--- src/rtl/mac_load_streamer_nch.sv ---
// N-channel strided TCDM load streamer: each channel issues credit-limited reads,
// buffers responses in a private FIFO and presents them as a valid/ready stream.
module mac_load_streamer_nch #(
    parameter int NB_CH = 2,
    parameter int DW    = 32,
    parameter int AW    = 32,
    parameter int LEN_W = 16,
    parameter int FD    = 4
) (
    input  logic                   clk_i,
    input  logic                   rst_ni,
    input  logic                   clear_i,
    input  logic                   enable_i,
    input  logic [NB_CH-1:0]       start_i,
    input  logic [NB_CH*AW-1:0]    base_i,
    input  logic [NB_CH*AW-1:0]    stride_i,
    input  logic [NB_CH*LEN_W-1:0] len_i,
    output logic [NB_CH-1:0]       tcdm_req_o,
    input  logic [NB_CH-1:0]       tcdm_gnt_i,
    output logic [NB_CH*AW-1:0]    tcdm_add_o,
    output logic [NB_CH-1:0]       tcdm_wen_o,
    output logic [NB_CH*DW/8-1:0]  tcdm_be_o,
    input  logic [NB_CH*DW-1:0]    tcdm_r_data_i,
    input  logic [NB_CH-1:0]       tcdm_r_valid_i,
    output logic [NB_CH-1:0]       strm_valid_o,
    input  logic [NB_CH-1:0]       strm_ready_i,
    output logic [NB_CH*DW-1:0]    strm_data_o,
    output logic [NB_CH-1:0]       done_o,
    output logic                   busy_o
);

    localparam int CW = $clog2(FD + 1);
    localparam int PW = (FD > 1) ? $clog2(FD) : 1;
    localparam logic [CW:0]   FD_CREDIT = (CW + 1)'(FD);
    localparam logic [CW-1:0] FD_OCC    = CW'(FD);

    typedef enum logic [1:0] {IDLE, RUN, FLUSH} state_t;

    function automatic logic [PW-1:0] ptr_inc(input logic [PW-1:0] p);
        return (p == PW'(FD - 1)) ? '0 : p + PW'(1);
    endfunction

    logic [NB_CH-1:0] busy_ch;

    assign busy_o = |busy_ch;

    for (genvar g = 0; g < NB_CH; g++) begin : g_ch
        state_t               state_q, state_d;
        logic [AW-1:0]        addr_q;
        logic signed [AW-1:0] stride_q;
        logic [LEN_W-1:0]     len_q, issued_q, len_in;
        logic [CW-1:0]        inflight_q, inflight_d, occ_q;
        logic [PW-1:0]        wptr_q, rptr_q;
        logic [DW-1:0]        fifo_q [FD];
        logic                 done_q, done_d;
        logic                 start, req, issue, resp, push, pop, valid, drained;
        logic [CW:0]          credit;

        assign len_in  = len_i[g*LEN_W +: LEN_W];
        assign valid   = (occ_q != '0);
        // Every granted word holds a credit until it leaves the FIFO, so the FIFO cannot overflow.
        assign credit  = {1'b0, occ_q} + {1'b0, inflight_q};
        assign start   = start_i[g] & ~clear_i & (state_q == IDLE);
        assign req     = (state_q == RUN) & enable_i & ~clear_i &
                         (issued_q < len_q) & (credit < FD_CREDIT);
        assign issue   = req & tcdm_gnt_i[g];
        assign resp    = tcdm_r_valid_i[g] & (state_q != IDLE);
        assign push    = resp & (state_q == RUN) & ~clear_i;
        assign pop     = valid & strm_ready_i[g] & ~clear_i;
        assign drained = (issued_q == len_q) & (inflight_q == '0) &
                         ((occ_q == '0) | ((occ_q == CW'(1)) & pop));
        assign inflight_d = inflight_q + CW'(issue) - CW'(resp);

        always_comb begin
            state_d = state_q;
            done_d  = 1'b0;
            case (state_q)
                IDLE: begin
                    if (start) begin
                        if (len_in == '0) done_d  = 1'b1;
                        else              state_d = RUN;
                    end
                end
                RUN: begin
                    if (clear_i) begin
                        state_d = (inflight_d != '0) ? FLUSH : IDLE;
                    end else if (drained) begin
                        state_d = IDLE;
                        done_d  = 1'b1;
                    end
                end
                FLUSH: begin
                    if (inflight_d == '0) state_d = IDLE;
                end
                default: state_d = IDLE;
            endcase
        end

        always_ff @(posedge clk_i) begin
            if (!rst_ni) begin
                state_q    <= IDLE;
                done_q     <= 1'b0;
                inflight_q <= '0;
                occ_q      <= '0;
                wptr_q     <= '0;
                rptr_q     <= '0;
                issued_q   <= '0;
                len_q      <= '0;
                addr_q     <= '0;
            end else begin
                state_q    <= state_d;
                done_q     <= done_d;
                inflight_q <= inflight_d;
                if (clear_i) begin
                    occ_q  <= '0;
                    wptr_q <= '0;
                    rptr_q <= '0;
                end else begin
                    occ_q <= occ_q + CW'(push) - CW'(pop);
                    if (push) wptr_q <= ptr_inc(wptr_q);
                    if (pop)  rptr_q <= ptr_inc(rptr_q);
                end
                if (start) begin
                    addr_q   <= base_i[g*AW +: AW];
                    len_q    <= len_in;
                    issued_q <= '0;
                end else if (issue) begin
                    addr_q   <= addr_q + stride_q;
                    issued_q <= issued_q + LEN_W'(1);
                end
            end
        end

        always_ff @(posedge clk_i) begin
            if (start) stride_q <= $signed(stride_i[g*AW +: AW]);
            if (push)  fifo_q[wptr_q] <= tcdm_r_data_i[g*DW +: DW];
        end

        a_no_overflow: assert property (@(posedge clk_i) disable iff (!rst_ni)
            !(push && !pop && (occ_q == FD_OCC)));

        assign tcdm_req_o[g]              = req;
        assign tcdm_add_o[g*AW +: AW]     = addr_q;
        assign tcdm_wen_o[g]              = 1'b1;
        assign tcdm_be_o[g*DW/8 +: DW/8]  = '1;
        assign strm_valid_o[g]            = valid;
        assign strm_data_o[g*DW +: DW]    = valid ? fifo_q[rptr_q] : '0;
        assign done_o[g]                  = done_q;
        assign busy_ch[g]                 = (state_q != IDLE);
    end

endmodule

--- config.mk ---
export PLATFORM = sky130hd
export DESIGN_NAME = mac_load_streamer_nch
export DESIGN_NICKNAME = d
export VERILOG_FILES = /design/src/rtl/mac_load_streamer_nch.sv
export SDC_FILE = /design/constraint.sdc
export NUM_CORES = 1
export LEC_CHECK = 0
export CAP_MARGIN = 20
export CORE_UTILIZATION = 55
export DETAILED_ROUTE_END_ITERATION = 8
export PLACE_DENSITY = 0.86
export SLEW_MARGIN = 20
export SYNTH_ARGS = -nofsm -noshare
export SYNTH_HDL_FRONTEND = slang
export SYNTH_SLANG_ARGS = --single-unit
export TNS_END_PERCENT = 5
--- constraint.sdc ---
create_clock -name clk_i -period 6.7 [get_ports clk_i]
set_clock_uncertainty 0.15 [all_clocks]
set_input_delay 1.34 -clock clk_i [delete_from_list [all_inputs] [get_ports clk_i]]
set_output_delay 1.34 -clock clk_i [all_outputs]
set_load 0.01 [all_outputs]
==> flow_summary.json <==
{
  "core_region_area_um2": 40700,
  "yosys.area_share.xor_xnor_pct": 2.31,
  "met1_length_um": 22500,
  "synth-compound-area-share_pct": 11.2,
  "endpoint_kind": "output pin",
  "synth_fa_ha_area_share_pct": 7.03,
  "netlist_area_um2": 22700,
  "cts_htree_levels": 2,
  "clkPwrFrac_pct": 39.4,
  "antenna_found_initial": 2,
  "hold_path.class": "flop to flop",
  "detail_route.first_pass.iterations": 5,
  "max_slew_margin_pct": 37.1,
  "synth_warnings": 0,
  "power_density_nw_per_um2": 237,
  "fin_crit_sh_pct": 82.1,
  "ys_types": 76,
  "cts.clk_slew.worst_paths_ns": 0.06,
  "cts_hold_buf": 0,
  "synth_async_sr_flop_share_pct": 0,
  "grt_max_degree": 60,
  "start_util_pct": 55.7,
  "die_h_um": 205,
  "wl_um": 56700,
  "crit_path_max_incr_delay_ns": 0.64,
  "combPwrFrac_pct": 12.0,
  "grt.overflow.total": 0,
  "worst-path-max-fanout": 12,
  "rr_startpoint": "g_ch[1].inflight_q[2]$_SDFF_PN0_",
  "insertion_delay_ns": 0.61,
  "cp.required_ns": 5.21,
  "layout_commonest_cell": "clkdlybuf4s50_1",
  "final_cell_mix": "369 x clkdlybuf4s50_1, 320 x edfxtp_1, 195 x nand2_1",
  "cts_num_sinks": 478,
  "synth_top_area_share_pct": 42.3,
  "finalSetupTns_ns": 0,
  "drive_gt1_share_pct": 8.18,
  "peakVddDrop_mv": 0.207,
  "grt_pass1_wl_um": 88600,
  "worst_path_most_repeated_cell": "clkdlybuf4s50_1",
  "finalSetupViolCount": 0,
  "gp_congestion": 0.920,
  "io_buffers": 370,
  "rows": 74,
  "cts_resized": 0,
  "cts-root-buf": "clkbuf_16",
  "route.met3.wl_um": 4490,
  "route.met2.wl_um": 28200,
  "drc_errors": 0,
  "synth_top_cells_by_area": "edfxtp_1 42%, dfxtp_1 14%, ha_1 6.5%",
  "via_per_inst": 5.91,
  "avgSynthCellArea_um2": 11.9,
  "max_clock_freq_mhz": 182,
  "worstSetupPathType": "primary input to output pin",
  "cts_made_buffers": 47,
  "r2r_end": "g_ch[1].state_q[1]$_SDFFE_PN0P_",
  "synth.area.mux_share_pct": 7.06,
  "cp-start-kind": "primary input",
  "cts_tree": "done",
  "yosys.area_share.simple_pct": 12.7,
  "synthToLayoutAreaGrowth_pct": 25.1,
  "synth_largest_area_cell": "edfxtp_1",
  "slowest_stage": "nor3b_1",
  "finalHoldViolCount": 0,
  "ff2ff_setup_slack_ns": 2.46,
  "worstPathArrival_ns": 4.01,
  "die_w_um": 205,
  "finalNetCount": 2607,
  "worstPathCellList": "clkdlybuf4s50_1 > buf_4 > nor3b_1 > nand2_1 > nor3_1 > o221ai_2 > nor2_1 > clkdlybuf4s50_1",
  "dp_hpwl_um": 38400,
  "ant_nets": 0,
  "p_leak_nw": 10.4,
  "cap_violations": 0,
  "final_util_pct": 69.7,
  "startpoint": "clear_i",
  "synth_cells": 1901,
  "switching_power_w": 0.00162,
  "synth_flop_cell": "edfxtp_1",
  "ys_ff_latch": 478,
  "io_pins": 381,
  "synth_edf_count": 320,
  "internal_power_w": 0.00511,
  "ys_seq_area_share_pct": 56.2,
  "grt_usage_pct": 26.9,
  "tightest_slew_ns": 0.943,
  "wl_per_cell_um": 20.1,
  "status": "completed",
  "drt_iter0_markers": 1204,
  "die_area_um2": 42100,
  "post-cts-setup-buffers": 0,
  "slew_violations": 0,
  "vias": 16662,
  "clock_path_buffers": 3,
  "min_period_ns": 5.50,
  "switching_share_pct": 24.1,
  "highest_layer": "met5",
  "grt_pass1_vias": 16902,
  "reg2reg_depth": 15,
  "power_frac_seq_pct": 48.6,
  "rsz0062_at_grt": "no",
  "setup.worst_path.end": "tcdm_req_o[1]",
  "synth_top_family_by_area": "simple AND/OR/NAND/NOR gates"
}
-- kinds of logic after synthesis --
family	count (synthesis)
simple gates	578
buf+inv	190
flops	478
xor+xnor	60
compound gates	390
mux	80
other cells	1
fa+ha+maj	124
-- layer usage --
layer / global-route usage, % / up-vias
met3: 6.03 / 96
met1: 33.5 / 8116
met5: 0 / -
met4: 8.17 / 2
li1: - / 7788
met2: 46.6 / 660
-- area by class of cell --
cell class	count	area, µm²
Antenna cell	2	5.00
Clock buffer	68	1360
Clock inverter	20	210
Fill cell	2843	12300
Inverter	85	319
Multi-Input combinational cell	1242	9200
Sequential cell	478	12800
Tap cell	532	666
Timing Repair Buffer	393	3870
-- critical path, delay by kind of cell --
family / cells / cell delay (ns)
compound gates: 1 / 0.28
simple gates: 4 / 1.22
buf+inv: 3 / 1.16
-- worst min-delay path by stage --
| stage | startpoint | endpoint | slack, ns | cells after the start |
|---|---|---|---|---|
| global route | g_ch[0].len_q[14]$_SDFFE_PN0P_ | g_ch[0].len_q[14]$_SDFFE_PN0P_ | 0.32 | 2 |
| detailed placement | g_ch[0].len_q[2]$_SDFFE_PN0P_ | g_ch[0].len_q[2]$_SDFFE_PN0P_ | 0.30 | 2 |
| finish | g_ch[0].len_q[2]$_SDFFE_PN0P_ | g_ch[0].len_q[2]$_SDFFE_PN0P_ | 0.30 | 2 |
| floorplan | g_ch[0].len_q[10]$_SDFFE_PN0P_ | g_ch[0].len_q[10]$_SDFFE_PN0P_ | 0.29 | 2 |
| CTS | g_ch[0].len_q[2]$_SDFFE_PN0P_ | g_ch[0].len_q[2]$_SDFFE_PN0P_ | 0.31 | 2 |
| global placement | g_ch[1].len_q[6]$_SDFFE_PN0P_ | g_ch[1].len_q[6]$_SDFFE_PN0P_ | 0.30 | 2 |
-- through the flow --
step	setup WS, ns	area, µm²	hold slack (ns)	std cells	power (W)
after CTS	1.21	28400	0.305	2818	0.00677
final	1.20	28400	0.304	2820	0.00673
after global placement	1.24	26800	0.296	2730	0.00411
after global routing	0.993	28400	0.325	2819	0.00697
after floorplan	2.29	22700	0.286	1910	0.00377
after detailed placement	1.11	26800	0.297	2730	0.00413
-- flip-flops by register name (all words and copies together) (netlist names), named ones only --
name and flops:
g_ch.done_q 2, g_ch.len_q 32, g_ch.issued_q 32, g_ch.state_q 4, g_ch.fifo_q 256, g_ch.inflight_q 6
g_ch.rptr_q 4, g_ch.occ_q 6, g_ch.stride_q 64, g_ch.addr_q 64, g_ch.wptr_q 4
-- cell usage after synthesis, types with 6 or more instances --
cell,number
mux4_2,64
o21ai_0,58
clkbuf_1,79
a41o_1,7
o211ai_1,15
a221oi_1,6
inv_1,83
o22ai_1,7
xnor2_1,36
a31oi_1,22
nand2_1,195
edfxtp_1,320
nand3_1,25
mux2i_1,14
or3_1,15
a211oi_1,15
a21oi_1,134
dfxtp_1,158
a22oi_1,6
ha_1,118
nor3_1,28
and4_1,6
nor2b_1,14
xor2_1,24
nor2_1,112
fa_1,6
nand3b_1,8
o21a_1,14
buf_4,16
a311oi_1,10
buf_1,7
nand4_1,34
nor4_1,16
and3_1,21
and2_1,72
o221ai_1,20
a21o_1,41
-- power groups by stage --
stage	sequential [W]	combinational, W	clock [W]
after floorplan	0.00333	0.000440	0
after global placement	0.00333	0.000773	0
after detailed placement	0.00334	0.000793	0
after CTS	0.00327	0.000801	0.00269
after global routing	0.00328	0.000881	0.00281
final	0.00327	0.000808	0.00265
Note: power is estimated with default switching activity, not from simulation.
